$ cat config.mk
export PLATFORM = sky130hd
export DESIGN_NAME = uart_rx_fsm_flat
export DESIGN_NICKNAME = d
export VERILOG_FILES = /design/src/rtl/uart_rx_fsm_if.sv /design/src/rtl/uart_rx_fsm.sv /design/src/flat_wrapper.sv
export SDC_FILE = /design/constraint.sdc
export NUM_CORES = 1
export LEC_CHECK = 0
export CORE_MARGIN = 3
export CORE_UTILIZATION = 48
export CTS_BUF_LIST = sky130_fd_sc_hd__clkbuf_4 sky130_fd_sc_hd__clkbuf_8 sky130_fd_sc_hd__clkbuf_16
export DETAILED_ROUTE_END_ITERATION = 10
export PLACE_DENSITY = 0.8
export SLEW_MARGIN = 15
export SYNTH_ARGS = -nofsm -noshare
export SYNTH_HDL_FRONTEND = slang
export SYNTH_SLANG_ARGS = --single-unit
$ cat constraint.sdc
create_clock -name CLK -period 4.3 [get_ports CLK]
set_input_delay 0.86 -clock CLK [delete_from_list [all_inputs] [get_ports CLK]]
set_output_delay 0.86 -clock CLK [all_outputs]
set_load 0.005 [all_outputs]
$ cat src/rtl/uart_rx_fsm_if.sv
// ----------------------------------------------------------------------------
// uart_rx_fsm_if
//   Bundles the UART RX control/datapath signals between the receive FSM,
//   its companion edge/bit counter, the RX pin and the data consumer.
//
//   RX_IN         serial line, synchronised, idle high
//   ParityEn      1 = frame carries a parity bit
//   ParityType    0 = even, 1 = odd
//   BitCounter    bit index from the counter (0 = start .. 10)
//   EdgeCounter   cycle index within the current bit (0..7)
//   CounterEnable enable to the edge/bit counter
//   P_DATA        received byte
//   DataValid     one-cycle pulse for a good frame
//   ParityError   parity mismatch in the last frame
//   StopError     stop bit sampled 0 in the last frame
//
//   slave  : the receive FSM side
//   master : the environment driving line, configuration and counter
// ----------------------------------------------------------------------------
interface uart_rx_fsm_if;
    logic       RX_IN;
    logic       ParityEn;
    logic       ParityType;
    logic [3:0] BitCounter;
    logic [4:0] EdgeCounter;
    logic       CounterEnable;
    logic [7:0] P_DATA;
    logic       DataValid;
    logic       ParityError;
    logic       StopError;

    modport slave (
        input  RX_IN, ParityEn, ParityType, BitCounter, EdgeCounter,
        output CounterEnable, P_DATA, DataValid, ParityError, StopError
    );

    modport master (
        output RX_IN, ParityEn, ParityType, BitCounter, EdgeCounter,
        input  CounterEnable, P_DATA, DataValid, ParityError, StopError
    );
endinterface

$ cat src/rtl/uart_rx_fsm.sv
// ----------------------------------------------------------------------------
// uart_rx_fsm
//   Receive-side control and datapath of the UART RX. Detects the start bit,
//   enables the companion edge/bit counter, majority-samples RX_IN mid-bit,
//   deserializes 8 data bits LSB-first, checks parity and stop, and pulses
//   DataValid for a good frame.
//
//   CLK  system clock, rising edge
//   RST  asynchronous active-low reset
//   bus  uart_rx_fsm_if.slave: RX_IN, ParityEn, ParityType, BitCounter,
//        EdgeCounter in; CounterEnable, P_DATA, DataValid, ParityError,
//        StopError out
//
//   Optional feature macro: RX_GLITCH_FILTER_EN
//     Defined   : a start bit sampled as 1 is treated as a false start and
//                 the frame is flushed (FLUSH state) without flags or data.
//     Undefined : START always proceeds to DATA; FLUSH is not built.
// ----------------------------------------------------------------------------
module uart_rx_fsm #(
    parameter int unsigned PRESCALE   = 8,
    parameter int unsigned DATA_WIDTH = 8
) (
    input logic          CLK,
    input logic          RST,
    uart_rx_fsm_if.slave bus
);

    localparam logic [4:0] EDGE_S0   = 5'(PRESCALE / 2 - 1);
    localparam logic [4:0] EDGE_S1   = 5'(PRESCALE / 2);
    localparam logic [4:0] EDGE_S2   = 5'(PRESCALE / 2 + 1);
    localparam logic [4:0] EDGE_LAST = 5'(PRESCALE - 1);
    localparam logic [3:0] BIT_LAST_DATA = 4'(DATA_WIDTH);
`ifdef RX_GLITCH_FILTER_EN
    localparam logic [3:0] BIT_STOP_NOPAR = 4'(DATA_WIDTH + 1);
    localparam logic [3:0] BIT_STOP_PAR   = 4'(DATA_WIDTH + 2);
`endif

`ifdef RX_GLITCH_FILTER_EN
    typedef enum logic [2:0] {IDLE, START, DATA, PARITY, STOP, FLUSH} state_t;
`else
    typedef enum logic [2:0] {IDLE, START, DATA, PARITY, STOP} state_t;
`endif

    state_t                  state_q, state_d;
    logic                    ce_q;
    logic [DATA_WIDTH-1:0]   p_data_q, p_data_d;
    logic                    dv_q, dv_d;
    logic                    perr_q, perr_d;
    logic                    serr_q, serr_d;
    logic [2:0]              samp_q;
    logic                    bit_val;
    logic                    edge_last;

    assign bit_val   = (samp_q[0] & samp_q[1]) | (samp_q[0] & samp_q[2]) |
                       (samp_q[1] & samp_q[2]);
    assign edge_last = (bus.EdgeCounter == EDGE_LAST);

    // Three mid-bit samples; the counter sits at 0 while idle, so no
    // state qualification is needed.
    always_ff @(posedge CLK or negedge RST) begin
        if (!RST) begin
            samp_q <= '0;
        end else begin
            if (bus.EdgeCounter == EDGE_S0) samp_q[0] <= bus.RX_IN;
            if (bus.EdgeCounter == EDGE_S1) samp_q[1] <= bus.RX_IN;
            if (bus.EdgeCounter == EDGE_S2) samp_q[2] <= bus.RX_IN;
        end
    end

    always_ff @(posedge CLK or negedge RST) begin
        if (!RST) begin
            state_q  <= IDLE;
            ce_q     <= 1'b0;
            p_data_q <= '0;
            dv_q     <= 1'b0;
            perr_q   <= 1'b0;
            serr_q   <= 1'b0;
        end else begin
            state_q  <= state_d;
            ce_q     <= (state_d != IDLE);
            p_data_q <= p_data_d;
            dv_q     <= dv_d;
            perr_q   <= perr_d;
            serr_q   <= serr_d;
        end
    end

    always_comb begin
        state_d  = state_q;
        p_data_d = p_data_q;
        dv_d     = 1'b0;
        perr_d   = perr_q;
        serr_d   = serr_q;
        case (state_q)
            IDLE: begin
                if (!bus.RX_IN) begin
                    state_d = START;
                    perr_d  = 1'b0;
                    serr_d  = 1'b0;
                end
            end
            START: begin
                if (edge_last && bus.BitCounter == 4'd0) begin
`ifdef RX_GLITCH_FILTER_EN
                    state_d = bit_val ? FLUSH : DATA;
`else
                    state_d = DATA;
`endif
                end
            end
            DATA: begin
                if (edge_last) begin
                    p_data_d = {bit_val, p_data_q[DATA_WIDTH-1:1]};
                    if (bus.BitCounter == BIT_LAST_DATA)
                        state_d = bus.ParityEn ? PARITY : STOP;
                end
            end
            PARITY: begin
                if (edge_last) begin
                    perr_d  = (bit_val != (^p_data_q ^ bus.ParityType));
                    state_d = STOP;
                end
            end
            STOP: begin
                if (edge_last) begin
                    serr_d  = ~bit_val;
                    dv_d    = bit_val & ~perr_q;
                    state_d = IDLE;
                end
            end
`ifdef RX_GLITCH_FILTER_EN
            FLUSH: begin
                if (edge_last && bus.BitCounter ==
                        (bus.ParityEn ? BIT_STOP_PAR : BIT_STOP_NOPAR))
                    state_d = IDLE;
            end
`endif
            default: state_d = IDLE;
        endcase
    end

    assign bus.CounterEnable = ce_q;
    assign bus.P_DATA        = p_data_q;
    assign bus.DataValid     = dv_q;
    assign bus.ParityError   = perr_q;
    assign bus.StopError     = serr_q;

endmodule

$ cat src/flat_wrapper.sv
// flat-port wrapper written by rule: the top's interface ports become plain ports
module uart_rx_fsm_flat 
#(
    parameter int unsigned PRESCALE   = 8,
    parameter int unsigned DATA_WIDTH = 8
)
  (CLK, RST, bus_RX_IN, bus_ParityEn, bus_ParityType, bus_BitCounter, bus_EdgeCounter, bus_CounterEnable, bus_P_DATA, bus_DataValid, bus_ParityError, bus_StopError);
  uart_rx_fsm_if bus_i ();
  input logic CLK;
  input logic RST;
  input wire logic [$bits(bus_i.RX_IN)-1:0] bus_RX_IN;
  input wire logic [$bits(bus_i.ParityEn)-1:0] bus_ParityEn;
  input wire logic [$bits(bus_i.ParityType)-1:0] bus_ParityType;
  input wire logic [$bits(bus_i.BitCounter)-1:0] bus_BitCounter;
  input wire logic [$bits(bus_i.EdgeCounter)-1:0] bus_EdgeCounter;
  output wire logic [$bits(bus_i.CounterEnable)-1:0] bus_CounterEnable;
  output wire logic [$bits(bus_i.P_DATA)-1:0] bus_P_DATA;
  output wire logic [$bits(bus_i.DataValid)-1:0] bus_DataValid;
  output wire logic [$bits(bus_i.ParityError)-1:0] bus_ParityError;
  output wire logic [$bits(bus_i.StopError)-1:0] bus_StopError;
  assign bus_i.RX_IN = bus_RX_IN;
  assign bus_i.ParityEn = bus_ParityEn;
  assign bus_i.ParityType = bus_ParityType;
  assign bus_i.BitCounter = bus_BitCounter;
  assign bus_i.EdgeCounter = bus_EdgeCounter;
  assign bus_CounterEnable = bus_i.CounterEnable;
  assign bus_P_DATA = bus_i.P_DATA;
  assign bus_DataValid = bus_i.DataValid;
  assign bus_ParityError = bus_i.ParityError;
  assign bus_StopError = bus_i.StopError;
  uart_rx_fsm #(.PRESCALE(PRESCALE), .DATA_WIDTH(DATA_WIDTH)) u_core (.CLK(CLK), .RST(RST), .bus(bus_i));
endmodule
==> results.toml <==
[die]
chipHeight_microns = 50.3
floorplan.io_pins = 26
design.core.area_sq_um = 1780
dieArea_sq_um = 2530
die_width_microns = 50.3
initial_utilization_pct = 52.9
placement_rows = 15

[power_and_ir_drop]
vdd_drop_max_uv = 310
netSwitchingFraction_pct = 24.0
pwr_density_cell_nw_per_um2 = 270
p_clk_share_pct = 31.7
share_comb_of_total_power_pct = 13.5
switching_power_uw = 80.2
cell_internal_pwr_uw = 255
total_power_uw = 335
seq_power_share_pct = 54.8
leakage_nw = 0.549

[clock_network]
cts_tree = "yes"
insertion_delay_ns = 0.29
ctsHoldBuffers = 0
cts.repair.resized = 0
tritoncts_num_sinks = 18
max_clock_buf_depth = 2
cts_made_buffers = 3
cts.htree.levels = 1
path_clk_slew_ns = 0.11
clockRootBuffer = "sky130_fd_sc_hd__clkbuf_4"
postCtsSetupBuffers = 0

[worst_setup_path]
worst-endpoint-required_ns = 4.50
worst_r2r_startpoint = "u_core.samp_q[2]"
crit_path_start_kind = "input pin"
ff2ff_setup_slack_ns = 2.88
crit-reg2reg-capture = "u_core.bus.ParityError"
worst_ep_arrival_time_ns = 2.35
worstPathMaxFanout = 11
r2r.worst_path.cells = 4
setup.worst_path.class = "in2reg"
critical_path.endpoint_type = "flip-flop"

[grt]
first_pass_grt_wire_length_microns = 2930
gr-usage-met1_pct = 19.1
gr-max-usage-layer = "met2"
antenna_violations_before_repair = 0
grt.met2_usage_pct = 25.7
grt_use_total_pct = 15.3
overflow = 0
grtUsageMet3_pct = 3.86
grt_pass1_vias = 675
grt_start_max_net_pins = 19

[timing]
maxSlewHeadroom_pct = 47.4
tightestPinTransition_ns = 0.786
maxClockFrequency_ghz = 0.465
fin_crit_sh_pct = 50.0
min_period_ns = 2.15
finalHoldViolCount = 0
grt_setup_unrepaired = "false"
setup_viol = 0
final.setup.tns_ns = 0
clock-skew-final_ns = 0.00117
slew_viol_final = 0

[routing]
route.detailed.drc = 0
vias = 705
routed_wl_microns = 1720
drtAntennaViolNets = 0
route.detailed.vias_per_inst = 5.34
drt_iter0_markers = 8
dr_pass1_iterations = 4
average_routed_wire_per_standard_cell_microns = 13.0

[synth]
yosysSeqAreaShare_pct = 47.7
yosys.area.top_type = "sky130_fd_sc_hd__dfrtp_1"
synth_area_sq_um = 943
synth.distinct_cells = 35
postSynthCellCount = 82
synth_area_leaders = "sky130_fd_sc_hd__dfrtp_1, sky130_fd_sc_hd__mux2_2, sky130_fd_sc_hd__xnor2_1"
synth.yosys.warnings = 0
syn_area_per_cell_sq_um = 11.5
yosys_register_bits = 18
synth_nets = 96
synth_largest_type_area_fraction_pct = 47.7

[flow_run]
drv.max_cap_violation_count = 0

[outcome]
status = "finished, final reports clean"

[placement]
port_buffers = 25
dp.final_hpwl_microns = 1320
finalWeightedCongestion = 0.839

[finish]
nFillCells = 143
fin_nets = 122
syn_to_final_growth_pct = 31.2
layout-drive-gt1-share_pct = 16.8
diode_insertion_count_for_antenna_repair = 0
post-route-util_pct = 69.4

[worst_hold_path]
holdPathEnd = "u_core.bus.DataValid"
hp-start = "u_core.bus.ParityError"
timing.hold.worst.class = "reg2reg"
min_path_cells = 1
## worst max-delay path by stage
stage                     cells past startpoint  slack [ns]               start              endpoint
final                                         5        2.15  bus_EdgeCounter[4]  u_core.bus.StopError
after global routing                          5        2.07  bus_EdgeCounter[4]  u_core.bus.StopError
after CTS                                     5        2.16  bus_EdgeCounter[4]  u_core.bus.StopError
after detailed placement                      5        1.84  bus_EdgeCounter[4]  u_core.bus.StopError
after global placement                        5        1.86  bus_EdgeCounter[4]  u_core.bus.StopError
after floorplan                               4        2.41  bus_EdgeCounter[4]  u_core.bus.StopError
## kinds of logic (layout without fill, tap and decap cells)
kind of cell | Yosys count | in the layout | share of synthesized area [%]
adders and majority gates | 1 | 1 | 1.06
AOI/OAI and AO/OA | 14 | 14 | 10.3
xor gates and xnor gates | 8 | 8 | 8.89
DFF | 18 | 18 | 47.7
and+or+nand+nor | 24 | 24 | 15.7
buffers and inverters | 6 | 31 | 3.32
muxes | 11 | 11 | 13.0
## registers in the layout (all words and copies together), names as in the netlist
signal                    count
u_core.bus.DataValid          1
u_core.bus.P_DATA             8
u_core.samp_q                 3
u_core.bus.StopError          1
u_core.state_q                3
u_core.bus.ParityError        1
u_core.bus.CounterEnable      1
## worst max-delay path, cell delays in order
cell and delay (ns):
sky130_fd_sc_hd__clkdlybuf4s50_1 0.41, sky130_fd_sc_hd__nor2_2 0.17, sky130_fd_sc_hd__and4_4 0.34, sky130_fd_sc_hd__mux2_2 0.35, sky130_fd_sc_hd__a22o_1 0.22
## metrics by stage
step,worst slack (ns),instance area [sq um],hold WS [ns],std cells
floorplan,2.41,943,0.453,82
global placement,1.86,1200,0.470,128
detailed placement,1.84,1200,0.466,128
CTS,2.16,1240,0.486,132
global route,2.07,1240,0.509,132
finish,2.15,1240,0.484,132
## power by group through the flow
| stage | clock network [mW] | logic [mW] | registers (mW) |
|---|---|---|---|
| 2_1_floorplan | 0 | 0.0255 | 0.184 |
| 3_3_place_gp | 0 | 0.0446 | 0.187 |
| 3_5_place_dp | 0 | 0.0455 | 0.187 |
| 4_1_cts | 0.108 | 0.0457 | 0.183 |
| 5_1_grt | 0.114 | 0.0502 | 0.185 |
| 6_report | 0.106 | 0.0451 | 0.183 |
## layout make-up
type | instances | area, sq um | share of cell area (%)
sequential | 18 | 450 | 36.4
timing repair buffer | 25 | 250 | 20.2
inverter | 2 | 7.51 | 0.607
clock buffer | 4 | 36.3 | 2.93
tap | 25 | 31.3 | 2.53
multi-input combinational | 58 | 462 | 37.3
## routing by layer
metal / vias to the layer above / share of wire [%]
met3: 2 / 4.5
met5: - / 0
met1: 342 / 46
li1: 346 / -
met4: 0 / 0.99
met2: 15 / 49
## cell usage in the layout (no fill, tap or decap), types with 2 or more instances in the layout
cell type	Yosys	routed
sky130_fd_sc_hd__nor3_1	3	3
sky130_fd_sc_hd__dfrtp_1	18	18
sky130_fd_sc_hd__inv_1	2	2
sky130_fd_sc_hd__o21ai_0	4	4
sky130_fd_sc_hd__nand3_1	3	3
sky130_fd_sc_hd__clkdlybuf4s50_1	0	25
sky130_fd_sc_hd__clkbuf_4	0	3
sky130_fd_sc_hd__a31oi_1	2	2
sky130_fd_sc_hd__mux2_2	10	10
sky130_fd_sc_hd__nand2_1	5	5
sky130_fd_sc_hd__nor2_1	3	3
sky130_fd_sc_hd__xnor2_1	6	6
## Yosys cell counts
| cell type | number |
|---|---|
| sky130_fd_sc_hd__dfrtp_1 | 18 |
| sky130_fd_sc_hd__xnor3_1 | 1 |
| sky130_fd_sc_hd__nor4b_1 | 1 |
| sky130_fd_sc_hd__maj3_1 | 1 |
| sky130_fd_sc_hd__mux2_2 | 10 |
| sky130_fd_sc_hd__mux2i_1 | 1 |
| sky130_fd_sc_hd__and2b_1 | 1 |
| sky130_fd_sc_hd__and4_4 | 1 |
| sky130_fd_sc_hd__buf_2 | 1 |
| sky130_fd_sc_hd__or2_2 | 1 |
| sky130_fd_sc_hd__buf_6 | 1 |
| sky130_fd_sc_hd__clkbuf_1 | 2 |
| sky130_fd_sc_hd__inv_1 | 2 |
| sky130_fd_sc_hd__nor2_1 | 3 |
| sky130_fd_sc_hd__o21bai_1 | 1 |
| sky130_fd_sc_hd__nand3b_4 | 1 |
| sky130_fd_sc_hd__nor2_2 | 1 |
| sky130_fd_sc_hd__nand2_1 | 5 |
| sky130_fd_sc_hd__o21ai_0 | 4 |
| sky130_fd_sc_hd__nor3_1 | 3 |
| sky130_fd_sc_hd__nand3_1 | 3 |
| sky130_fd_sc_hd__a31oi_1 | 2 |
| sky130_fd_sc_hd__nand4_1 | 1 |
| sky130_fd_sc_hd__a221oi_1 | 1 |
| sky130_fd_sc_hd__o41ai_1 | 1 |
| sky130_fd_sc_hd__o31ai_1 | 1 |
| sky130_fd_sc_hd__xnor2_1 | 6 |
| sky130_fd_sc_hd__a21o_1 | 1 |
| sky130_fd_sc_hd__nand4b_1 | 1 |
| sky130_fd_sc_hd__nor2b_1 | 1 |
| sky130_fd_sc_hd__nor4_1 | 1 |
| sky130_fd_sc_hd__xor2_1 | 1 |
| sky130_fd_sc_hd__a22o_1 | 1 |
| sky130_fd_sc_hd__a311oi_1 | 1 |
| sky130_fd_sc_hd__o21a_1 | 1 |
Note: power is estimated with default switching activity, not from simulation.
==> variant, RTL diff (same flow settings) <==
Encoding of `state_t`: now one-hot (5 bits for 5 states).
--- a/src/rtl/uart_rx_fsm.sv
+++ b/src/rtl/uart_rx_fsm.sv
@@ -38,7 +38,7 @@
 `ifdef RX_GLITCH_FILTER_EN
     typedef enum logic [2:0] {IDLE, START, DATA, PARITY, STOP, FLUSH} state_t;
 `else
-    typedef enum logic [2:0] {IDLE, START, DATA, PARITY, STOP} state_t;
+    typedef enum logic [4:0] {IDLE = 5'b00001, START = 5'b00010, DATA = 5'b00100, PARITY = 5'b01000, STOP = 5'b10000} state_t;
 `endif
 
     state_t                  state_q, state_d;
Behaviour: no difference found for any inputs over 10 cycles, from zero or initial values and one cycle with RST low; not proved beyond that.
==> variant against the original RTL <==
Worst setup slack worse by 0.086 ns; critical endpoint is now u_core.state_q[2]; sequential cell count is 2 higher; routed wire length is 20% higher; design area is 9.2% higher; synthesized area is 9.8% higher; global-route usage is 2.0 points higher.
Power is not compared: it rests on default switching activity, and its combinational part moved more than twofold at a synthesized area within 25%.
==> variant: results (changes against the original RTL) <==
Status
  – Run status: completed

Worst hold path
  – Hold Path End: u_core.samp_q[0]
  – Hold path startpoint: u_core.samp_q[0]

Logic synthesis
  – Synth Area in Adders: 0.00966 (-0.000948)
  – Xor/xnor share of the synthesized area: 0.0809 (-0.00794)
  – Synth Net Count: 102 (+6.3%)
  – Seq/Total Area, Yosys: 0.484 (+0.00685)
  – Mux contribution to synthesized area: 0.139 (+0.00892)
  – Synth unique cells: 36 (+2.9%)
  – Top cells by count, synth: 19 x dfrtp_1, 11 x mux2_2, 7 x nand2_1
  – Synth area leaders: dfrtp_1 46%, mux2_2 12%, xnor2_1 5.1%

Power and ir drop
  – Max VDD drop: 0.185 mV

Global route
  – Largest net degree at the start of global routing: 21 (+2)
  – First-pass GRT wire length: 3410 um (+16%)
  – All-Layer GR Usage: 0.173 (+0.0200)
  – Number of global-route vias before repair: 788 (+17%)

Worst setup path
  – Critical Path End: u_core.state_q[2]
  – Reg2reg start: u_core.state_q[3]
  – Worst R2R Setup Slack: 2.65 ns (-0.23 ns)
  – Reg-to-Reg End: u_core.bus.P_DATA[7]
  – CP Launch Point: bus_EdgeCounter[0]
  – Arrival time worst endpoint: 2.47 ns (+0.12 ns)

Drt
  – Final WL: 2050 um (+20%)
  – DRT iter0 DRCs: 6 (-2)
  – Drt via density: 5.50 (+2.9%)

STA
  – Final Skew: 0.00410 ns (+0.00293 ns)
  – Slew @ Worst Pin: 0.878 ns (+0.0915 ns)

Layout
  – Fillers: 153 (+7.0%)
  – NumNets Final: 131 (+7.4%)
  – Layout cells sized above 1: 0.181 (+0.0128)

Placement
  – GP Congestion: 0.753 (-10%)
  – Post-DP HPWL: 1660 um (+25%)
## variant: metrics by stage
step	setup WS (ns)	total power, W	hold slack [ns]	cell area, um2	std cells
floorplan	2.34	0.000294	0.482	1040	88
global placement	1.81	0.000331	0.492	1320	139
detailed placement	1.78	0.000337	0.502	1320	139
CTS	2.07	0.000445	0.523	1350	143
global route	1.98	0.000468	0.559	1350	143
finish	2.06	0.000440	0.521	1350	143
## variant: cell type report
class                   count  share of cell area
well taps                  27              0.0250
flip-flops and latches     20               0.371
clock buffers               4              0.0269
inverters                   3             0.00833
multi-input cells          64               0.383
repair buffers             25               0.185
## variant: power by group through the flow
| stage | clock (W) | combinational, W | sequential, W |
|---|---|---|---|
| 2_1_floorplan | 0 | 0.0000653 | 0.000228 |
| 3_3_place_gp | 0 | 0.0000985 | 0.000232 |
| 3_5_place_dp | 0 | 0.000103 | 0.000234 |
| 4_1_cts | 0.000111 | 0.000103 | 0.000230 |
| 5_1_grt | 0.000120 | 0.000114 | 0.000234 |
| 6_report | 0.000107 | 0.000102 | 0.000230 |
## variant: logic make-up after synthesis
| group | after synthesis |
|---|---|
| xor gates and xnor gates | 8 |
| muxes | 13 |
| buffers and inverters | 4 |
| and+or+nand+nor | 31 |
| adders and majority gates | 1 |
| AOI/OAI and AO/OA | 11 |
| DFF | 20 |
## variant: critical path, stage by stage
cell             delay, ns
clkdlybuf4s50_1       0.50
and4bb_2              0.26
nand2_1               0.16
or4_1                 0.53
a21oi_1               0.15
## variant: metal layers
| metal | global-route usage | part of all wire | vias up |
|---|---|---|---|
| met2 | 0.304 | 0.52 | 29 |
| met3 | 0.0427 | 0.065 | 4 |
| li1 | - | - | 381 |
| met5 | 0 | 0 | - |
| met4 | 0.0638 | 0.014 | 0 |
| met1 | 0.202 | 0.40 | 372 |
